[src/rtl/pipe_skid_buf_pkg.sv]
// Shared encodings for the pipeline stage skid buffers.
// Occupancy is the state encoding itself, so the two must stay in step.
package pipe_skid_buf_pkg;

  localparam int PS_OCC_W = 2;

  typedef enum logic [PS_OCC_W-1:0] {
    PS_EMPTY = 2'd0,
    PS_ONE   = 2'd1,
    PS_TWO   = 2'd2
  } ps_state_t;

endpackage

[src/rtl/pipe_skid_buf_sat_counter.sv]
// Saturating up-counter used for per-stage stall/flush statistics.
// Holds at all-ones and clears only on rst.
module sat_counter #(
  parameter int W = 16
) (
  input  logic         clk,
  input  logic         rst,
  input  logic         i_inc,
  output logic [W-1:0] o_cnt
);

  always_ff @(posedge clk) begin
    if (rst) begin
      o_cnt <= '0;
    end else if (i_inc && (o_cnt != '1)) begin
      o_cnt <= o_cnt + 1'b1;
    end
  end

endmodule

[src/rtl/pipe_skid_buf.sv]
// 2-entry valid/ready skid buffer between pipeline stages, with flush-to-bubble.
// Optional statistics counters are built only when STAGE_STATS_EN is defined.
module pipe_skid_buf
  import pipe_skid_buf_pkg::*;
#(
  parameter int               WIDTH     = 32,
  parameter logic [WIDTH-1:0] NOP_VALUE = '0,
  parameter int               CNT_W     = 16
) (
  input  logic                clk,
  input  logic                rst,
  input  logic                i_valid,
  output logic                o_ready,
  input  logic [WIDTH-1:0]    i_data,
  output logic                o_valid,
  input  logic                i_ready,
  output logic [WIDTH-1:0]    o_data,
  input  logic                i_flush,
  output logic [PS_OCC_W-1:0] o_occupancy,
  output logic [CNT_W-1:0]    o_stall_cnt,
  output logic [CNT_W-1:0]    o_flush_cnt
);

  ps_state_t        state;
  logic [WIDTH-1:0] skid;
  logic             accept;
  logic             emit;

  assign accept      = i_valid && o_ready;
  assign emit        = o_valid && i_ready;
  assign o_occupancy = state;

  // o_valid/o_ready are kept as flops alongside state so no combinational path crosses stages.
  always_ff @(posedge clk) begin
    if (rst || i_flush) begin
      state   <= PS_EMPTY;
      o_valid <= 1'b0;
      o_ready <= 1'b1;
      o_data  <= NOP_VALUE;
      skid    <= NOP_VALUE;
    end else begin
      case (state)
        PS_EMPTY: begin
          if (accept) begin
            state   <= PS_ONE;
            o_valid <= 1'b1;
            o_data  <= i_data;
          end
        end
        PS_ONE: begin
          if (accept && emit) begin
            o_data <= i_data;
          end else if (accept) begin
            state   <= PS_TWO;
            skid    <= i_data;
            o_ready <= 1'b0;
          end else if (emit) begin
            state   <= PS_EMPTY;
            o_valid <= 1'b0;
            o_data  <= NOP_VALUE;
          end
        end
        PS_TWO: begin
          if (emit) begin
            state   <= PS_ONE;
            o_data  <= skid;
            skid    <= NOP_VALUE;
            o_ready <= 1'b1;
          end
        end
        default: begin
          state   <= PS_EMPTY;
          o_valid <= 1'b0;
          o_ready <= 1'b1;
          o_data  <= NOP_VALUE;
          skid    <= NOP_VALUE;
        end
      endcase
    end
  end

`ifdef STAGE_STATS_EN
  logic stall_inc;
  logic flush_inc;

  // A flush only counts if it actually discarded something, held or incoming.
  assign stall_inc = o_valid && !i_ready && !i_flush;
  assign flush_inc = i_flush && ((state != PS_EMPTY) || accept);

  sat_counter #(.W(CNT_W)) u_stall_cnt (
    .clk   (clk),
    .rst   (rst),
    .i_inc (stall_inc),
    .o_cnt (o_stall_cnt)
  );

  sat_counter #(.W(CNT_W)) u_flush_cnt (
    .clk   (clk),
    .rst   (rst),
    .i_inc (flush_inc),
    .o_cnt (o_flush_cnt)
  );
`else
  assign o_stall_cnt = '0;
  assign o_flush_cnt = '0;
`endif

endmodule
[config.mk]
export PLATFORM = sky130hd
export DESIGN_NAME = pipe_skid_buf
export DESIGN_NICKNAME = d
export VERILOG_FILES = /design/src/rtl/pipe_skid_buf_pkg.sv /design/src/rtl/pipe_skid_buf_sat_counter.sv /design/src/rtl/pipe_skid_buf.sv
export SDC_FILE = /design/constraint.sdc
export NUM_CORES = 1
export LEC_CHECK = 0
export CAP_MARGIN = 40
export CORE_UTILIZATION = 48
export CTS_BUF_LIST = sky130_fd_sc_hd__clkbuf_2
export CTS_CLUSTER_SIZE = 25
export DETAILED_ROUTE_END_ITERATION = 8
export GPL_ROUTABILITY_DRIVEN = 1
export PLACE_DENSITY = 0.91
export SYNTH_ARGS = -nofsm -noshare
export SYNTH_HDL_FRONTEND = slang
export SYNTH_SLANG_ARGS = --single-unit
[constraint.sdc]
create_clock -name clk -period 1.53 [get_ports clk]
set_input_delay 0.306 -clock clk [delete_from_list [all_inputs] [get_ports clk]]
set_output_delay 0.306 -clock clk [all_outputs]
set_load 0.02 [all_outputs]
==> results.json <==
{
  "start_kind": "register",
  "nNetsFinal": 512,
  "hold_viol": 0,
  "ys_async_sr_fraction": 0,
  "netlist_area_sq_um": 3420,
  "cts-htree-levels": 3,
  "die_width_microns": 86.4,
  "area_growth_pct": 30.3,
  "grtUsageTotal": 0.226,
  "worst_skew_pair.late_latency_ns": 0.51,
  "crit_type": "register to register",
  "cp_common_cell": "buf_4",
  "dieArea_sq_um": 7460,
  "synth_area_leader_cell": "dfxtp_1",
  "synth_area_leaders": "dfxtp_1 (40%), mux2_2 (11%), mux2i_1 (9.7%)",
  "fmax_mhz": 608,
  "rsz0062_at_grt": "yes",
  "critPathRequiredTime_ns": 1.96,
  "seq_area_frac_synth": 0.398,
  "clockBufferDepth": 2,
  "globalplace.congestion": 0.791,
  "post-synth-top-area-fraction": 0.398,
  "wl_per_cell_microns": 16.5,
  "slowest_stage": "dfxtp_4",
  "yosys-top-cells-count": "dfxtp_1 (68), nand2_1 (67), o21ai_1 (38), buf_4 (36), a21oi_1 (35)",
  "grt_pass1_vias": 2800,
  "critPathTopFamily": "flip-flops",
  "outcome": "finished with violations",
  "fin_ws_ns": -0.115,
  "finalCritPeriodShare": 1.08,
  "cp_max_fo": 5,
  "finClkSkew_ns": 0.0349,
  "initial_core_util": 0.500,
  "p_leak_nw": 1.66,
  "setup_viol": 36,
  "drc_errors": 0,
  "grt_max_degree": 35,
  "violations": "negative setup slack",
  "clock-root-buffer": "clkbuf_2",
  "drt-total-wl_microns": 9490,
  "maxCapViolCount": 0,
  "end_kind": "register",
  "vdd_ir_drop_max_uv": 661,
  "ys_seq_elements": 68,
  "power_w": 0.00378,
  "cts_buffers": 9,
  "rows": 30,
  "io_buffers": 72,
  "synth_most_common_cell": "dfxtp_1",
  "path_clk_slew_ns": 0.21,
  "syn_inst": 384,
  "drive_above_1_share": 0.296,
  "synth_enable_flop_cells": 0,
  "placed_cell_area_sq_um": 4190,
  "tritoncts": "built",
  "syn_avg_cell_area_sq_um": 8.90,
  "grt_pass1_wl_microns": 13000,
  "drtPass1Iterations": 5,
  "ys_types": 29,
  "power-per-cell-area_nw_per_um2": 849,
  "pin_count": 105,
  "core_sq_um": 6830,
  "antenna_found_initial": 0,
  "vias": 3166,
  "drv_slew": 0,
  "synthFlopType": "dfxtp_1",
  "slowest_delay_ns": 0.39,
  "post-route-min-period_ns": 1.65,
  "crit_chain": "buf_4 > and2_4 > nor2_2 > o22a_4 > buf_4 > mux2i_1",
  "clock-sinks": 68,
  "worst-path-buf-inv": 2,
  "antenna_cells": 0,
  "crit_arrival_ns": 2.07,
  "whs_ns": 0.347,
  "viasPerCell": 5.50,
  "ys_warn_count": 0,
  "drtIter0Drc": 244,
  "ant_nets": 0,
  "postLayoutCellArea_sq_um": 4450,
  "hpwlAfterDp_microns": 5710,
  "min_path_type": "primary input to register",
  "overflow": 0,
  "die_y_microns": 86.4,
  "reg2reg_slack_ns": -0.12
}
[registers in the layout (all words and copies together) (netlist names)]
name         cells
o_data          32
skid            32
o_ready          1
o_occupancy      2
o_valid          1
[cell usage in the layout, fill, tap and decap left out, types with 8 or more instances in the layout]
master / n
mux2i_1: 33
nand2_1: 67
clkbuf_2: 33
a21oi_1: 34
conb_1: 32
buf_4: 25
clkdlybuf4s15_2: 8
o21ai_0: 27
dfxtp_1: 59
mux2_2: 32
o21ai_1: 37
clkdlybuf4s50_1: 36
[area by class of cell]
cell class | instances | area, sq um
clock buffer | 11 | 55.1
clock inverter | 5 | 86.3
fill | 560 | 2380
multi-input combinational | 285 | 1770
sequential | 68 | 1380
tap | 96 | 120
timing repair buffer | 111 | 1040
[worst paths after layout]
path | to | start | cells past startpoint
setup / recovery | skid[4] | o_valid | 6
hold / removal | skid[24] | i_data[24] | 3
setup reg to reg | skid[4] | o_valid | 6
hold reg to reg | skid[14] | skid[14] | 2
[routing by layer]
metal | global-route usage | routed length [microns] | vias up
li1 | - | - | 1450
met1 | 0.282 | 3840 | 1501
met2 | 0.373 | 4680 | 186
met3 | 0.0514 | 733 | 29
met4 | 0.106 | 232 | 0
met5 | 0 | 0 | -
[metrics by stage]
stage | setup slack, ns | util | instances | TNS (ns)
3_3_place_gp | -0.438 | 0.613 | 547 | -20.27
5_1_grt | -0.188 | 0.652 | 576 | -5.13
3_5_place_dp | -0.512 | 0.613 | 547 | -24.02
4_1_cts | 0.000512 | 0.639 | 564 | 0
6_report | -0.115 | 0.652 | 576 | -1.81
2_1_floorplan | 0.0565 | - | 415 | 0
[power breakdown]
group | total, W | leakage [nW] | switching [W] | internal, W
logic | 0.000709 | 1.02 | 0.000387 | 0.000322
registers | 0.00183 | 0.555 | 0.0000234 | 0.00181
clock network | 0.00124 | 0.0863 | 0.000676 | 0.000564
[worst min-delay path, stage by stage]
cell,delay [ns]
clkdlybuf4s50_1,0.42
nand2_1,0.06
mux2i_1,0.06
[logic make-up after synthesis]
| kind of cell | Yosys count | share of synthesized area |
|---|---|---|
| compound gates | 104 | 0.156 |
| buf+inv | 63 | 0.132 |
| flops | 68 | 0.398 |
| mux | 65 | 0.202 |
| other cells | 1 | 0.00110 |
| simple gates | 83 | 0.110 |
[timing repair]
action                     in CTS  in global routing
hold buffers                    0                  0
gates cloned                    0                  7
gates resized for setup        91                 51
hold endpoints to repair        0                  0
buffers inserted                1                  5
setup endpoints to repair      69                 93
pin swaps                       0                  5
Note: power is estimated with default switching activity, not from simulation.
==> variant 1: new RTL, same flow settings <==
`CNT_W`: 16 -> 18.
--- a/src/rtl/pipe_skid_buf.sv
+++ b/src/rtl/pipe_skid_buf.sv
@@ -5,7 +5,7 @@
 #(
   parameter int               WIDTH     = 32,
   parameter logic [WIDTH-1:0] NOP_VALUE = '0,
-  parameter int               CNT_W     = 16
+  parameter int               CNT_W     = 18
 ) (
   input  logic                clk,
   input  logic                rst,
Interface: changed (resized o_flush_cnt and o_stall_cnt); port bits go from 105 to 109. The function was not compared with the original's and may differ.
==> variant 1 against the unedited design <==
- sequential cell count unchanged
- synthesized area increased by 0.88%
- core utilization shrank 1.1 points
- total power decreased by 10%
- clock skew grew 0.0019 ns
- routed wire length shrank 11%
- via count down 6.8%
- setup slack improved by 0.16 ns
- non-clock buffer count decreased by 6
- design area is 1.2% lower
- largest power group unchanged
==> variant 1: results (changes against the unedited design) <==
{
  "run_status": {"value": "complete, no violations"},
  "hpwlAfterDp": {"value": 5590, "unit": "um", "change": "-2.0%"},
  "r2r-start": {"value": "o_occupancy[1]$_SDFFE_PP0P_"},
  "timing.hold.worst.start": {"value": "i_data[23]"},
  "routed_wl": {"value": 8410, "unit": "um", "change": "-11%"},
  "detailedPlace.worstSlack": {"value": -0.347, "unit": "ns", "change": "+0.165 ns"},
  "crit_fanout": {"value": 8, "change": "+3"},
  "finalNetCount": {"value": 509, "change": "-0.59%"},
  "gp_congestion": {"value": 0.797, "change": "+0.78%"},
  "timing.critical_path.max_delay_family": {"value": "buffers and inverters"},
  "grt_first_pass_wirelength": {"value": 13000, "unit": "um", "change": "-0.11%"},
  "regToRegEndpoint": {"value": "o_data[13]$_SDFFE_PP0P_"},
  "leakage": {"value": 1.58, "unit": "nW", "change": "-4.7%"},
  "cts.clk_slew.worst_paths": {"value": 0.24, "unit": "ns", "change": "+0.03 ns"},
  "synth.yosys.seq_area_share": {"value": 39.5, "unit": "%", "change": "-0.35 points"},
  "finalSetupTns": {"value": 0, "unit": "ns", "change": "+1.81 ns"},
  "drive_above_1_share": {"value": 31.0, "unit": "%", "change": "+1.4 points"},
  "grt_pass1_vias": {"value": 2797, "change": "-0.11%"},
  "first_iter_violations": {"value": 153, "change": "-37%"},
  "setup_violations": {"value": 0, "change": "-100%"},
  "fin_hold_ws": {"value": 0.324, "unit": "ns", "change": "-0.0226 ns"},
  "worst_case_hold_path_end_point": {"value": "skid[23]$_SDFFE_PP0P_"},
  "grt_use_total": {"value": 22.4, "unit": "%", "change": "-0.24 points"},
  "max_stage_delay": {"value": 0.41, "unit": "ns", "change": "+0.02 ns"},
  "power.ir.vdd_worst": {"value": 0.000428, "unit": "V", "change": "-35%"},
  "critical_path_arrival": {"value": 1.93, "unit": "ns", "change": "-0.14 ns"},
  "post_synth_most_frequent_cells": {"value": "68 x dfxtp_1, 67 x nand2_1, 40 x buf_4"},
  "clock-skew-final": {"value": 0.0369, "unit": "ns", "change": "+0.00192 ns"},
  "worst_skew_pair.late_latency": {"value": 0.54, "unit": "ns", "change": "+0.03 ns"},
  "post_synth_main_area_contributors": {"value": "dfxtp_1 39%, mux2_2 10%, mux2i_1 9.6%"},
  "synth_area_per_cell": {"value": 8.88, "unit": "um^2", "change": "-0.16%"},
  "vias_per_cell": {"value": 5.15, "change": "-6.3%"},
  "post-place-cells": {"value": 549, "change": "+0.37%"},
  "detail_route.wl_per_cell": {"value": 14.7, "unit": "um", "change": "-11%"}
}
==> variant 1: changes by cell type in the layout (fill, tap and decap cells not counted), moves of 4 or more <==
| cell | delta |
|---|---|
| clkbuf_2 | -24 |
| clkdlybuf4s15_2 | +16 |
| dfxtp_1 | -15 |
| buf_2 | +7 |
| conb_1 | +4 |
| dfxtp_2 | +15 |
==> variant 1: repair_timing <==
item | CTS | global route
cloned | 0 | 2
pin swaps | 0 | 4
buffers inserted | 3 | 3
gates resized for setup | 125 | 34
endpoints found under the setup margin | 36 | 40
==> variant 1: cells by family (layout without fill, tap and decap cells) <==
group / count (synthesis) / count (layout) / synth area share [%]
buffers and inverters: 67 / 121 / 13.9
muxes: 65 / 65 / 20.0
DFF: 68 / 68 / 39.5
AOI/OAI and AO/OA: 104 / 104 / 15.5
other: 1 / 36 / 0.109
and+or+nand+nor: 83 / 83 / 10.9
==> variant 1: routing by layer <==
metal,share of wire (%),vias to the layer above,GRT usage [%],wire (um)
li1,-,1433,-,-
met1,42,1390,27.3,3570
met2,51,119,37.7,4250
met3,6.0,10,4.67,503
met4,0.99,0,10.9,83
met5,0,-,0,0
==> variant 1: cell type report <==
cell class | instances | area, um^2 | area share [%]
clock buffer | 9 | 45.0 | 1.02
tap | 96 | 120 | 2.73
timing repair buffer | 105 | 1030 | 23.5
clock inverter | 7 | 50.0 | 1.14
multi-input combinational | 288 | 1750 | 39.8
sequential | 68 | 1400 | 31.8
==> variant 1: report_power, final <==
group / internal, mW / switching, mW / leakage (nW)
Sequential: 1.81 / 0.0211 / 0.562
Combinational: 0.294 / 0.369 / 0.963
Clock: 0.218 / 0.690 / 0.0563
==> variant 2: new RTL, same settings <==
Made on the original files. Add a define of `STAGE_STATS_EN`.
--- a/src/rtl/pipe_skid_buf.sv
+++ b/src/rtl/pipe_skid_buf.sv
@@ -1,5 +1,7 @@
 // 2-entry valid/ready skid buffer between pipeline stages, with flush-to-bubble.
 // Optional statistics counters are built only when STAGE_STATS_EN is defined.
+`define STAGE_STATS_EN
+
 module pipe_skid_buf
   import pipe_skid_buf_pkg::*;
 #(
Behaviour: not the same (a bounded check fails within 4 cycles, from zero or initial values and one cycle with rst high).
==> variant 2 against the unedited design <==
- routed wire length increased by 150%
- setup slack got worse by 0.32 ns
- sequential cell count up 32
- design area up 81%
- non-clock buffer count up 154
- core utilization is 25 points higher
- total power up 37%
- critical endpoint is now u_stall_cnt.o_cnt[5]$_SDFFE_PP0P_
- first-iteration DRC count grew to 2.7 times the old value
- synthesized area up 31%
- combinational power is 47% higher
- the run still ends with negative setup slack left
- largest power group unchanged
==> variant 2: results (changes against the unedited design) <==
{
  "leakage": {"value": 3.04, "unit": "nW", "change": "+83%"},
  "swShare": {"value": 32.1, "unit": "%", "change": "+3.3 points"},
  "critical_path_arrival": {"value": 2.49, "unit": "ns", "change": "+0.42 ns"},
  "run_status": {"value": "complete, but fails checks"},
  "first_iter_violations": {"value": 660, "change": "+170%"},
  "synth.yosys.seq_area_share": {"value": 44.6, "unit": "%", "change": "+4.8 points"},
  "timing.critical_path.max_delay_family": {"value": "simple AND/OR/NAND/NOR gates"},
  "number_of_search_and_repair_iterations_in_the_first_detailed_routing_pass": {"value": 6, "change": "+1"},
  "worst_skew_pair.late_latency": {"value": 0.59, "unit": "ns", "change": "+0.08 ns"},
  "synth_cell_type_count": {"value": 46, "change": "+59%"},
  "port_buffers": {"value": 104, "change": "+44%"},
  "clock-skew-final": {"value": 0.0239, "unit": "ns", "change": "-0.0111 ns"},
  "power.ir.vdd_worst": {"value": 0.000964, "unit": "V", "change": "+46%"},
  "hpwlAfterDp": {"value": 9620, "unit": "um", "change": "+68%"},
  "drive_above_1_share": {"value": 62.4, "unit": "%", "change": "+33 points"},
  "crit_fanout": {"value": 6, "change": "+1"},
  "finalWorstSetupSlack": {"value": -0.438, "unit": "ns", "change": "-0.323 ns"},
  "finalSetupTns": {"value": -24.73, "unit": "ns", "change": "-22.92 ns"},
  "routed_wl": {"value": 23700, "unit": "um", "change": "+150%"},
  "grt_pass1_vias": {"value": 5264, "change": "+88%"},
  "fin_cells": {"value": 843, "change": "+46%"},
  "grt_start_max_net_pins": {"value": 41, "change": "+17%"},
  "cts.clk_slew.worst_paths": {"value": 0.32, "unit": "ns", "change": "+0.11 ns"},
  "syn_inst": {"value": 498, "change": "+30%"},
  "post_synth_main_area_contributors": {"value": "dfxtp_1 45%, a21oi_1 7.1%, nand4b_1 6.3%"},
  "num_vias": {"value": 6255, "change": "+98%"},
  "setup_violations": {"value": 122, "change": "+240%"},
  "grt_use_total": {"value": 33.9, "unit": "%", "change": "+11 points"},
  "gp_congestion": {"value": 0.880, "change": "+11%"},
  "violated_checks": {"value": "negative setup slack"}
}
## variant 2: power by group through the flow
stage / Sequential, mW / Combinational, mW / Clock [mW]
floorplan: 2.76 / 0.258 / 0
global placement: 2.72 / 0.613 / 0
detailed placement: 2.72 / 0.630 / 0
CTS: 2.67 / 0.677 / 1.34
global route: 2.69 / 1.06 / 1.51
finish: 2.69 / 1.04 / 1.45
## variant 2: path summary, 6_finish.rpt
kind                           start                                end  slack [ns]  cells after the start
max             o_valid$_SDFFE_PP0P_  u_stall_cnt.o_cnt[5]$_SDFFE_PP0P_       -0.44                      7
min                       i_data[24]              skid[24]$_SDFFE_PP0P_        0.33                      3
max reg2reg     o_valid$_SDFFE_PP0P_  u_stall_cnt.o_cnt[5]$_SDFFE_PP0P_       -0.44                      7
min reg2reg  o_data[23]$_SDFFE_PP0P_            o_data[23]$_SDFFE_PP0P_        0.49                      1
## variant 2: kinds of logic after synthesis
group	count (synthesis)
AND/OR/NAND/NOR	141
adder cells (fa/ha/maj)	2
multiplexers	3
flip-flops	100
buffers and inverters	49
AO/OA/AOI/OAI	203
## variant 2: what timing repair did
| action | in CTS | in global routing |
|---|---|---|
| hold endpoints to repair | 0 | 0 |
| pin swaps | 28 | 100 |
| setup endpoints to repair | 102 | 141 |
| resized for setup | 405 | 233 |
| cloned | 2 | 11 |
| buffers inserted | 36 | 46 |
## variant 2: metal layers
metal,part of all wire (%),global-route usage [%]
met1,35,39.5
met3,11,6.67
met2,45,59.5
met5,0,0
met4,9.1,17.1
## variant 2: cell type report
| class | instances | area (um^2) |
|---|---|---|
| diodes | 1 | 2.50 |
| clock buffers | 9 | 45.0 |
| clock inverters | 7 | 81.3 |
| fillers | 306 | 846 |
| inverters | 4 | 15.0 |
| multi-input cells | 349 | 3120 |
| flip-flops and latches | 100 | 2120 |
| well taps | 108 | 135 |
| repair buffers | 265 | 2530 |
## variant 2: metrics by stage
| stage | setup slack (ns) | instance area [um^2] |
|---|---|---|
| 3_5_place_dp | -0.771 | 6260 |
| 5_1_grt | -0.497 | 8040 |
| 4_1_cts | -0.306 | 6860 |
| 2_1_floorplan | -0.493 | 4680 |
| 3_3_place_gp | -0.672 | 6260 |
| 6_report | -0.438 | 8050 |
## variant 2: worst min-delay path, stage by stage
cell and delay, ns:
clkdlybuf4s50_1 0.44, nand4b_1 0.11, a21oi_1 0.06
